$ cat src/rtl/stopwatch_pkg.sv
// Shared types and constants for the stopwatch sequencing controller.
package stopwatch_pkg;

  typedef enum logic [1:0] {IDLE, RUN, PAUSE} sw_state_e;

  typedef logic [3:0] bcd_t;

  // Rollover value of each digit: tenths, seconds units, seconds tens, minutes
  localparam bcd_t DIG_MAX [4] = '{4'd9, 4'd9, 4'd5, 4'd9};

endpackage

$ cat src/rtl/stopwatch_ctrl_if.sv
// Command pulses in, BCD time digits and status strobes out.
interface stopwatch_ctrl_if;

  logic                start_i;
  logic                stop_i;
  logic                clear_i;
  stopwatch_pkg::bcd_t dig0_o;
  stopwatch_pkg::bcd_t dig1_o;
  stopwatch_pkg::bcd_t dig2_o;
  stopwatch_pkg::bcd_t dig3_o;
  logic                running_o;
  logic                tick_o;
  logic                wrap_o;

  modport master (
    output start_i, stop_i, clear_i,
    input  dig0_o, dig1_o, dig2_o, dig3_o, running_o, tick_o, wrap_o
  );

  modport slave (
    input  start_i, stop_i, clear_i,
    output dig0_o, dig1_o, dig2_o, dig3_o, running_o, tick_o, wrap_o
  );

endinterface

$ cat src/rtl/bcd_digit_counter.sv
// One BCD digit that counts 0..MAX on enable and flags its rollover as a carry.
module bcd_digit_counter
  import stopwatch_pkg::*;
#(
  parameter bcd_t MAX = 4'd9
) (
  input  logic clk_i,
  input  logic rst_i,
  input  logic clr_i,
  input  logic en_i,
  output bcd_t q_o,
  output logic carry_o
);

  bcd_t q;

  // Clear outranks counting so a clear on a tick edge still lands on zero
  always_ff @(posedge clk_i or posedge rst_i) begin
    if (rst_i) begin
      q <= '0;
    end else if (clr_i) begin
      q <= '0;
    end else if (en_i) begin
      q <= (q == MAX) ? '0 : q + 4'd1;
    end
  end

  assign q_o     = q;
  assign carry_o = en_i & (q == MAX);

endmodule

$ cat src/rtl/stopwatch_ctrl.sv
// Run/pause/idle sequencing, 0.1 s prescaler and the M:SS.T digit chain.
module stopwatch_ctrl
  import stopwatch_pkg::*;
#(
  parameter int TICK_DIV = 10_000_000
) (
  input  logic            clk_i,
  input  logic            rst_i,
  stopwatch_ctrl_if.slave bus
);

  localparam int              DIV_W     = $clog2(TICK_DIV);
  localparam logic [DIV_W-1:0] PRESC_MAX = DIV_W'(TICK_DIV - 1);

  sw_state_e        state;
  logic [DIV_W-1:0] presc;
  logic             running_q;
  logic             tick;
  logic             carry0, carry1, carry2, carry3;

  // Priority clear > stop > start; the prescaler only advances in an undisturbed RUN cycle
  always_ff @(posedge clk_i or posedge rst_i) begin
    if (rst_i) begin
      state     <= IDLE;
      presc     <= '0;
      running_q <= 1'b0;
    end else if (bus.clear_i) begin
      state     <= IDLE;
      presc     <= '0;
      running_q <= 1'b0;
    end else if (bus.stop_i) begin
      if (state == RUN) begin
        state     <= PAUSE;
        running_q <= 1'b0;
      end
    end else begin
      if (bus.start_i) begin
        state     <= RUN;
        running_q <= 1'b1;
      end
      if (state == RUN) begin
        presc <= (presc == PRESC_MAX) ? '0 : presc + DIV_W'(1);
      end
    end
  end

  assign tick = (state == RUN) & (presc == PRESC_MAX) & ~bus.stop_i & ~bus.clear_i;

  bcd_digit_counter #(.MAX(DIG_MAX[0])) u_dig0 (
    .clk_i(clk_i), .rst_i(rst_i), .clr_i(bus.clear_i),
    .en_i(tick), .q_o(bus.dig0_o), .carry_o(carry0)
  );

  bcd_digit_counter #(.MAX(DIG_MAX[1])) u_dig1 (
    .clk_i(clk_i), .rst_i(rst_i), .clr_i(bus.clear_i),
    .en_i(carry0), .q_o(bus.dig1_o), .carry_o(carry1)
  );

  bcd_digit_counter #(.MAX(DIG_MAX[2])) u_dig2 (
    .clk_i(clk_i), .rst_i(rst_i), .clr_i(bus.clear_i),
    .en_i(carry1), .q_o(bus.dig2_o), .carry_o(carry2)
  );

  // The minutes carry only fires on a tick at 9:59.9, which is exactly the wrap condition
  bcd_digit_counter #(.MAX(DIG_MAX[3])) u_dig3 (
    .clk_i(clk_i), .rst_i(rst_i), .clr_i(bus.clear_i),
    .en_i(carry2), .q_o(bus.dig3_o), .carry_o(carry3)
  );

  assign bus.running_o = running_q;
  assign bus.tick_o    = tick;
  assign bus.wrap_o    = carry3;

endmodule
$ cat src/flat_wrapper.sv
// flat-port wrapper written by rule: the top's interface ports become plain ports
module stopwatch_ctrl_flat import stopwatch_pkg::*;
#(
  parameter int TICK_DIV = 10_000_000
)
  (clk_i, rst_i, bus_start_i, bus_stop_i, bus_clear_i, bus_dig0_o, bus_dig1_o, bus_dig2_o, bus_dig3_o, bus_running_o, bus_tick_o, bus_wrap_o);
  stopwatch_ctrl_if bus_i ();
  input  logic clk_i;
  input  logic rst_i;
  input wire logic [$bits(bus_i.start_i)-1:0] bus_start_i;
  input wire logic [$bits(bus_i.stop_i)-1:0] bus_stop_i;
  input wire logic [$bits(bus_i.clear_i)-1:0] bus_clear_i;
  output wire logic [$bits(bus_i.dig0_o)-1:0] bus_dig0_o;
  output wire logic [$bits(bus_i.dig1_o)-1:0] bus_dig1_o;
  output wire logic [$bits(bus_i.dig2_o)-1:0] bus_dig2_o;
  output wire logic [$bits(bus_i.dig3_o)-1:0] bus_dig3_o;
  output wire logic [$bits(bus_i.running_o)-1:0] bus_running_o;
  output wire logic [$bits(bus_i.tick_o)-1:0] bus_tick_o;
  output wire logic [$bits(bus_i.wrap_o)-1:0] bus_wrap_o;
  assign bus_i.start_i = bus_start_i;
  assign bus_i.stop_i = bus_stop_i;
  assign bus_i.clear_i = bus_clear_i;
  assign bus_dig0_o = bus_i.dig0_o;
  assign bus_dig1_o = bus_i.dig1_o;
  assign bus_dig2_o = bus_i.dig2_o;
  assign bus_dig3_o = bus_i.dig3_o;
  assign bus_running_o = bus_i.running_o;
  assign bus_tick_o = bus_i.tick_o;
  assign bus_wrap_o = bus_i.wrap_o;
  stopwatch_ctrl #(.TICK_DIV(TICK_DIV)) u_core (.clk_i(clk_i), .rst_i(rst_i), .bus(bus_i));
endmodule
$ cat config.mk
export PLATFORM = sky130hd
export DESIGN_NAME = stopwatch_ctrl_flat
export DESIGN_NICKNAME = d
export VERILOG_FILES = /design/src/rtl/stopwatch_pkg.sv /design/src/rtl/stopwatch_ctrl_if.sv /design/src/rtl/bcd_digit_counter.sv /design/src/rtl/stopwatch_ctrl.sv /design/src/flat_wrapper.sv
export SDC_FILE = /design/constraint.sdc
export NUM_CORES = 1
export LEC_CHECK = 0
export CORE_ASPECT_RATIO = 0.6
export CORE_MARGIN = 2
export CORE_UTILIZATION = 57
export CTS_BUF_LIST = sky130_fd_sc_hd__clkbuf_16
export CTS_CLUSTER_SIZE = 30
export DETAILED_ROUTE_END_ITERATION = 8
export DONT_BUFFER_PORTS = 1
export GPL_ROUTABILITY_DRIVEN = 0
export PLACE_DENSITY = 0.75
export SYNTH_ARGS = -nofsm -noshare
export SYNTH_HDL_FRONTEND = slang
export SYNTH_SLANG_ARGS = --single-unit
$ cat constraint.sdc
create_clock -name clk_i -period 2.4 [get_ports clk_i]
set_clock_uncertainty 0.05 [all_clocks]
set_input_delay 0.48 -clock clk_i [delete_from_list [all_inputs] [get_ports clk_i]]
set_output_delay 0.48 -clock clk_i [all_outputs]
set_load 0.02 [all_outputs]
Yosys cells after proc, flatten, opt, wreduce, memory -nomap -nowiden:

Index checks and enable logic that the tools add are counted.

* register bits: 43
* input bits: 5
* logic and storage cells: 61

* bitwise gates (word level): 9
* $add $sub $neg: 5
* reduce and logical (&&, ||, !) cells: 8
* muxes and demuxes: 24
* eq/ne operators: 8

Operators with widths (number)
* 24-bit two-way mux: 4
* 4-bit two-way mux: 12
* 24-bit by 1-bit adder with 24-bit output (second input constant): 1
* 24-bit equality test (second input constant): 1
* 4-bit by 1-bit adder with 4-bit output (second input constant): 4
* 4-bit equality test (second input constant): 3
* 2-bit nonzero test: 5
* 2-bit two-way mux: 4
* 1-bit bitwise AND: 7
* 4-bit by 3-bit equality test with 1-bit output (second input constant): 1
* 1-bit two-way mux: 4
* 2-bit AND reduction: 2
* 3-bit by 1-bit != test with 1-bit output (second input constant): 1
* 3-bit nonzero test: 1
* 2-bit by 1-bit equality test with 1-bit output (second input constant): 1
* 2-bit by 1-bit != test with 1-bit output (second input constant): 1
* 1-bit inverter: 2

Longest topological paths before layout:

Gate-level depths: netlist (run 1).

* word-level depth: 9
* depth in mapped cells: 8
* mapped depth without buffers: 7

By module:

A second synthesis (run 1) with hierarchy kept.

* cells, all modules: 291
* area, all modules: 2552.4 um^2

Modules (own cells, without submodules)
* stopwatch_ctrl: cells an instance 184, sequential area each 650.6 um^2, area an instance 1589.0 um^2, times used 1
* bcd_digit_counter at u_core.u_dig0 ...: cells an instance 27, sequential area each 100.1 um^2, area an instance 244.0 um^2, times used 3
* bcd_digit_counter at u_core.u_dig2: cells an instance 26, sequential area each 100.1 um^2, area an instance 231.5 um^2, times used 1

Worst setup path after synthesis (run 1):

Ideal clock, no wire load.

* kind: flip-flop to output port
* from: register u_core.state[0]
* to: output bus_wrap_o
* arrival time: 2464 ps
* setup slack: -594 ps
* cell stages (with the launch flop): 7
* path through: dfrtp_1 nor3b_1 nand4_1 or4_4 buf_6 buf_2 nor4_1

* word-level cells in the longest chain between the ends: 8

Ends and longest elaborated chain
* start: declaration: line stopwatch_ctrl.sv:15 `sw_state_e state;`
* start signal: assignment: line stopwatch_ctrl.sv:24 `state <= IDLE;`
* start signal: assignment: line stopwatch_ctrl.sv:28 `state <= IDLE;`
* start signal: assignment: line stopwatch_ctrl.sv:33 `state <= PAUSE;`
* 2-bit by 1-bit equality test with 1-bit output: line stopwatch_ctrl.sv:47 `assign tick = (state == RUN) & (presc == PRESC_MAX) & ~bus.stop_i & ~bus.clear_i;`
* 1-bit bitwise AND (3 in a row): line stopwatch_ctrl.sv:47
* 1-bit bitwise AND (4 in a row): line bcd_digit_counter.sv:29 `assign carry_o = en_i & (q == MAX);`
* end: declaration: line flat_wrapper.sv:19 `output wire logic [$bits(bus_i.wrap_o)-1:0] bus_wrap_o;`

No other way between the ends.

Worst setup path in the final report (run 1):

* from: register u_core.presc[13]
* to: output bus_wrap_o

* word-level cells in the longest chain between the ends: 8

Ends and longest elaborated chain
* start: declaration: line stopwatch_ctrl.sv:16 `logic [DIV_W-1:0] presc;`
* start signal: assignment: line stopwatch_ctrl.sv:42 `presc <= (presc == PRESC_MAX) ? '0 : presc + DIV_W'(1);`
* 24-bit equality test: line stopwatch_ctrl.sv:47
* 1-bit bitwise AND (3 in a row): line stopwatch_ctrl.sv:47
* 1-bit bitwise AND (4 in a row): line bcd_digit_counter.sv:29

No other way between the ends.

==> run summary, run 1 <==
* 16.2 µm — DR WL/cell
* 29 — largest net degree at the start of global routing
* 5.48 mm — routed wire length
* 2350 µm² — summed instance area of the synthesized netlist
* 256 — cell count after synthesis
* 390 MHz — f_max
* 42 — count of state elements after synthesis
* 5 — clock buffer count from CTS
* 1380 µW — total chip power
* sky130_fd_sc_hd__dfrtp_1 45%, sky130_fd_sc_hd__ha_1 4.8%, sky130_fd_sc_hd__a21oi_1 4.5% — ranking of synthesized cells by area
* 50 ps — post-CTS clock slew at the launch and capture registers of the worst setup and hold paths
* 280 ps — Clk Latency, worst-skew pair
* 9.07 mm — first-pass GRT wire length
* 2 — Clock Tree Buf Depth
* 42 — clock sink count
* 2570 ps — final critical-path required period
* 486 nW/µm² — power density of the placed cells
* 2.30 ps — Fin Hold WS
* true — unrepaired setup endpoints after global routing
* 0 — total gr overflow
* 21.9% — layout cell share with drive strength beyond 1
* flip-flop to output port — classification of the worst setup path
* 0 — count of yosys warnings during synthesis
* 0 — Maximum Capacitance Violations
* 303 — post-layout net count
* u_core.presc[13]$_DFFE_PP0P_ — CP startpoint
* 4 — router iterations before antenna repair
* done — CTS tree
* 0 — total count of hold-check failures in the final report
* 2026 — via count
* 673 ps — worst-margin pin slew
* 0 — final number of max-transition violations
* 0 — number of buffers added on ports
* 301 — number of fillers in the final layout
* 20.9% — Area growth syn-to-layout
* 5.99 — routed vias/inst
* finished with violations — status
* 2600 µm² — instance area at placement
* 0.405 mV — maximum resistive drop on vdd
* 0.00121 µW — Leak
* 107% — final clock period utilization by the worst path
* 25.7% — Overall Global Routing Usage
* negative setup slack — violations in the final reports
* sky130_fd_sc_hd__clkbuf_16 — root buffer selected by CTS
* 18 — number of standard-cell rows in the floorplan
* 4030 µm² — core outline area
* -167 ps — setup slack after layout
* 128 — number of DRC markers after the initial detailed-route iteration
* sky130_fd_sc_hd__dfrtp_1 — main flop type after synthesis
* 1280 µm² — multi-input combinational cell area
* sky130_fd_sc_hd__dfrtp_1 — Synth area leader
* 0 — antenna violations before repair
* 44.8% — area share of the largest cell type after synthesis
* 24 — I/O pin count
* 2840 µm² — final cell area excluding filler cells
* 53.7 µm — Die Height
* 1050 µm² — Seq. cell area
* 0 — drc violations
* 0 — number of diodes added for antenna fixing
* flip-flop — Worst setup SP type
* output port — CP Capture Type
* 100% — async set-reset flop share out of synthesis
* 39 — count of different cell masters after synthesis
* 270 — net count of the mapped netlist
* primary input to async pin — class of the tightest hold or removal check
* 0 — number of antenna-violating nets in the routed design
* 2040 ps — data arrival time of the worst path
* 10 — number of setup violations in the final report
* 5 — crit path max fanout
* 55.0% — headroom to the max-slew limit
* 86.9 µm — horizontal die dimension
* 2 — H-tree depth reported by CTS
* 3.79 mm — placed wire-length estimate
* 58.3% — Initial Utilization
* 1855 — number of global-route vias before repair
* u_core.presc[13]$_DFFE_PP0P_ — start of the worst register-to-register path
* 0 — number of enable flip-flop cells after synthesis
* 4670 µm² — full die area
* 1870 ps — critical path data required time
* 9.17 µm² — Post-Syn Area per Cell
* 44.8% — sequential area share after synthesis
[worst paths after layout]
path                            cells after the start  slack (ps)                                to
worst max-delay path                                5        -170                        bus_wrap_o
worst min-delay path                                1           2  u_core.u_dig1.q_o[3]$_DFFE_PP0P_
worst max register to register                      8        -120  u_core.u_dig2.q_o[1]$_DFFE_PP0P_
worst min register to register                      1         470      u_core.presc[23]$_DFFE_PP0P_
max in group asynchronous                           2        1600      u_core.presc[13]$_DFFE_PP0P_
min in group clk_i                                  1         200  u_core.u_dig0.q_o[0]$_DFFE_PP0P_
[layer usage]
layer	up-vias	part of all wire (%)	GRT usage (%)
met5	-	0	0
met4	0	1.4	9.38
met3	6	5.8	5.67
met2	60	41	37.2
met1	968	52	37.9
li1	992	-	-
[Yosys cell counts (all sizes together) (9+ instances only)]
master and instances:
nand4 11, or4 11, xor2 10, o21ai 15, a21oi 21, dfrtp 42
nand3 11, inv 11, nand2 18, ha 9, nor2 24
[area by class of cell]
type	count	share of cell area, %
clock buffer	5	4.41
clock inverter	1	0.132
inverter	11	1.45
multi-input combinational	194	45.2
sequential	42	37.0
tap	50	2.20
timing repair buffer	35	9.65
[power by group]
part	total (µW)	internal (µW)	leakage [µW]	switching, µW
sequential	712	711	0.000586	1.53
clock	623	370	0.0000632	253
combinational	46.6	13.1	0.000562	33.5
[per-stage QoR]
step,worst slack [ps],utilization [%],std cells,TNS [ps]
5_1_grt,-235,70.5,338,-1480
3_3_place_gp,8.94,64.4,324,0
4_1_cts,-181,69.5,336,-810
2_1_floorplan,-41.3,-,256,-41.3
3_5_place_dp,1.44,64.4,324,0
6_report,-167,70.5,338,-766
[cells by family (layout without fill, tap and decap cells)]
family,count (synthesis),in the layout,synth area share (%)
buf+inv,20,52,3.57
compound gates,47,47,11.0
fa+ha+maj,9,9,4.79
simple gates,120,120,29.1
mux,1,1,0.479
flops,42,42,44.8
xor+xnor,17,17,6.34
[worst max-delay path, stage by stage (launching register included)]
cell and delay [ps]:
sky130_fd_sc_hd__dfrtp_1 400, sky130_fd_sc_hd__nor4_2 300, sky130_fd_sc_hd__buf_4 160, sky130_fd_sc_hd__nand4_1 90
sky130_fd_sc_hd__or4_4 510, sky130_fd_sc_hd__nor4_4 300
[cells in the final DEF, fill, tap and decap left out, types with 9 or more instances in the layout]
cell type	synthesis	layout
sky130_fd_sc_hd__nand3_1	11	11
sky130_fd_sc_hd__nand2_1	18	17
sky130_fd_sc_hd__inv_1	11	10
sky130_fd_sc_hd__buf_4	0	32
sky130_fd_sc_hd__o21ai_0	15	15
sky130_fd_sc_hd__or4_1	10	9
sky130_fd_sc_hd__xor2_1	10	10
sky130_fd_sc_hd__nor2_1	24	23
sky130_fd_sc_hd__nand4_1	10	10
sky130_fd_sc_hd__a21oi_1	21	17
sky130_fd_sc_hd__dfrtp_1	42	42
[registers in the layout, summed over array words and instances, names as in the netlist]
name	cells
u_core.presc	24
u_core.state	2
u_core.u_dig0.q_o	4
u_core.u_dig1.q_o	4
u_core.u_dig2.q_o	4
u_core.u_dig3.q_o	4
[repair_timing]
action                     4_1_cts  5_1_grt
buffers inserted                 6        3
pin swaps                        5        6
setup endpoints to repair        3       10
gates resized for setup          7        7
hold buffers                     0        0
Power figures use the tool's default switching activity.
==> run 2: changes to the inputs <==
--- a/config.mk
+++ b/config.mk
@@ -5,6 +5,7 @@
 export SDC_FILE = /design/constraint.sdc
 export NUM_CORES = 1
 export LEC_CHECK = 0
+export ABC_CLOCK_PERIOD_IN_PS = 2400
 export CORE_ASPECT_RATIO = 0.6
 export CORE_MARGIN = 2
 export CORE_UTILIZATION = 57
==> results of run 2 <==
Final layout, timing and power as in run 1 (identical DEF).
==> run 3: changes to the inputs <==
--- a/config.mk
+++ b/config.mk
@@ -8,13 +8,11 @@
 export ABC_CLOCK_PERIOD_IN_PS = 2400
 export CORE_ASPECT_RATIO = 0.6
 export CORE_MARGIN = 2
-export CORE_UTILIZATION = 57
+export CORE_UTILIZATION = 51
 export CTS_BUF_LIST = sky130_fd_sc_hd__clkbuf_16
 export CTS_CLUSTER_SIZE = 30
 export DETAILED_ROUTE_END_ITERATION = 8
-export DONT_BUFFER_PORTS = 1
-export GPL_ROUTABILITY_DRIVEN = 0
-export PLACE_DENSITY = 0.75
+export PLACE_DENSITY = 0.78
 export SYNTH_ARGS = -nofsm -noshare
 export SYNTH_HDL_FRONTEND = slang
 export SYNTH_SLANG_ARGS = --single-unit
==> run summary, run 3 (synthesis gave the netlist of run 1 again) <==
* 2 — Clock Tree Buf Depth
* 2590 ps — final critical-path required period
* 1870 ps — critical path data required time
* 6 — number of setup violations in the final report
* 40.1% — met2 Use GR
* 386 MHz — f_max
* output port — CP Capture Type
* 70.0% — headroom to the max-slew limit
* 0.00142 µW — Leak
* 60 ps — post-CTS clock slew at the launch and capture registers of the worst setup and hold paths
* 6.20 mm — routed wire length
* 0 — number of antenna-violating nets in the routed design
* 19 — number of standard-cell rows in the floorplan
* 437 nW/µm² — power density of the placed cells
* 24 — number of flip-flops in the largest register
* 91.6 µm — horizontal die dimension
* true — unrepaired setup endpoints after global routing
* bus_wrap_o — endpoint of the most critical setup path
* 2060 ps — data arrival time of the worst path
* primary input to async pin — class of the tightest hold or removal check
* 2 — H-tree depth reported by CTS
* finished with violations — status
* 108% — final clock period utilization by the worst path
* 10.6 mm — first-pass GRT wire length
* 280 ps — Clk Latency, worst-skew pair
* 0 — total gr overflow
* u_core.presc[0]$_DFFE_PP0P_ — start of the worst register-to-register path
* negative setup slack — violations in the final reports
* 5.67 — routed vias/inst
* 0 — hold-fix buffer count after cts
* 0 — antenna violations before repair
* 0 — drc violations
* 72.2% — final core occ
* -742 ps — total negative setup slack
* 4490 µm² — core outline area
* 6 — Crit. path cell count
* 15.7 µm — DR WL/cell
* sky130_fd_sc_hd__clkbuf_16 — root buffer selected by CTS
* 52.3% — Initial Utilization
* 23 — number of buffers added on ports
* met2 — most congested layer reported by global routing
* 1420 µW — total chip power
* 2234 — number of global-route vias before repair
* 42 — clock sink count
* 5 — clock buffer count from CTS
* 4 — router iterations before antenna repair
* u_core.u_dig2.q_o[0]$_DFFE_PP0P_ — Reg-to-Reg End
* 7 — crit path max fanout
* 0 — final number of max-transition violations
* flip-flop — Worst setup SP type
* 0.824 — weighted congestion reported at the end of routability-driven placement
* sky130_fd_sc_hd__buf_4 — commonest non-fill, non-tap cell in the layout
* 26.2% — Overall Global Routing Usage
* 346 — post-layout net count
* 386 — placed instance count
* 0.340 mV — maximum resistive drop on vdd
* u_core.presc — largest register by flop count
* sky130_fd_sc_hd__or4_4 — cell type of the slowest stage on the worst timing path
* -130 ps — register-to-register path setup slack
* ha_2, nand2_1, or2_4, or4_4, nor4_4, buf_4 — cells traversed along the worst timing path
* 1 — count of buffering cells on the critical path with inverters included
* done — CTS tree
* 0 — Maximum Capacitance Violations
* 43 — largest net degree at the start of global routing
* 157 — number of DRC markers after the initial detailed-route iteration
* 38.1% — Area growth syn-to-layout
* 56.6 µm — Die Height
* 5.23% — global-route met3 utilization
* 396 — Post-Layout Cell Count
* -188 ps — setup slack after layout
* 25.5% — layout cell share with drive strength beyond 1
* flip-flop to output port — classification of the worst setup path
* 449 ps — worst-margin pin slew
* 24 — I/O pin count
* 5180 µm² — full die area
* 0 — total count of hold-check failures in the final report
* u_core.presc[0]$_DFFE_PP0P_ — CP startpoint
* simple AND/OR/NAND/NOR gates — cell type group with the largest total delay on the critical path
* 580 ps — Critical Path Max Stage Delay
* 54 x sky130_fd_sc_hd__buf_4, 42 x sky130_fd_sc_hd__dfrtp_1, 23 x sky130_fd_sc_hd__nor2_1 — leading cell types in the layout, fill and taps excluded
* 8 — number of cells on the worst reg-to-reg path
* 38.1% — routing usage on met1
* 2247 — via count
* 4.49 mm — placed wire-length estimate
* 0 — number of diodes added for antenna fixing
-- run 3: cell count changes in the layout (fill, tap and decap cells not counted), sizes merged --
cell,previous run,this run
dlygate4sd2,0,1
inv,10,11
buf,35,57
clkinv,2,3
clkdlybuf4s50,0,20
-- run 3: worst min-delay path by stage --
stage | startpoint | end | slack, ps | cells after the start
2_1_floorplan | u_core.presc[23]$_DFFE_PP0P_ | u_core.presc[23]$_DFFE_PP0P_ | 400 | 1
3_3_place_gp | u_core.presc[17]$_DFFE_PP0P_ | u_core.presc[17]$_DFFE_PP0P_ | 500 | 2
3_5_place_dp | u_core.presc[17]$_DFFE_PP0P_ | u_core.presc[17]$_DFFE_PP0P_ | 510 | 2
4_1_cts | u_core.presc[17]$_DFFE_PP0P_ | u_core.presc[17]$_DFFE_PP0P_ | 520 | 2
5_1_grt | rst_i | u_core.presc[11]$_DFFE_PP0P_ | 550 | 3
6_report | rst_i | u_core.presc[1]$_DFFE_PP0P_ | 520 | 3
-- run 3: what timing repair did --
item / 4_1_cts / 5_1_grt
resized for setup: 14 / 8
pin swaps: 6 / 5
hold endpoints to repair: 0 / 0
setup buffers: 1 / 1
endpoints found under the setup margin: 7 / 26
-- run 3: layout make-up --
| cell class | count | area (µm²) |
|---|---|---|
| clock inverter | 3 | 11.3 |
| inverter | 11 | 41.3 |
| multi-input combinational | 194 | 1280 |
| sequential | 42 | 1050 |
| clock buffer | 5 | 125 |
| fill | 333 | 1250 |
| tap | 63 | 78.8 |
| timing repair buffer | 78 | 657 |
-- run 3: power by group --
part / internal, µW / switching (µW) / total, µW
sequential: 711 / 1.37 / 712
clock: 374 / 257 / 632
combinational: 27.3 / 45.9 / 73.2
total: 1110 / 305 / 1420
-- run 3: metrics by stage --
stage               hold WS (ps)  setup slack (ps)  cell area, µm²
CTS                          518              -247            3200
detailed placement           507              -733            3050
finish                       517              -188            3240
global route                 545              -274            3240
floorplan                    400             -41.3            2380
global placement             497              -687            3050
-- run 3: worst register-to-register path: cells and delay by family (launching register included) --
family | cells | cell delay (ps)
simple gates | 4 | 1430
flops | 1 | 360
buf+inv | 2 | 310
fa+ha+maj | 1 | 190
compound gates | 1 | 120
-- run 3: metal layers --
metal / share of wire [%] / up-vias
met2: 45 / 61
met5: 0 / -
met4: 0.82 / 0
met3: 5.9 / 7
met1: 49 / 1101
li1: - / 1078
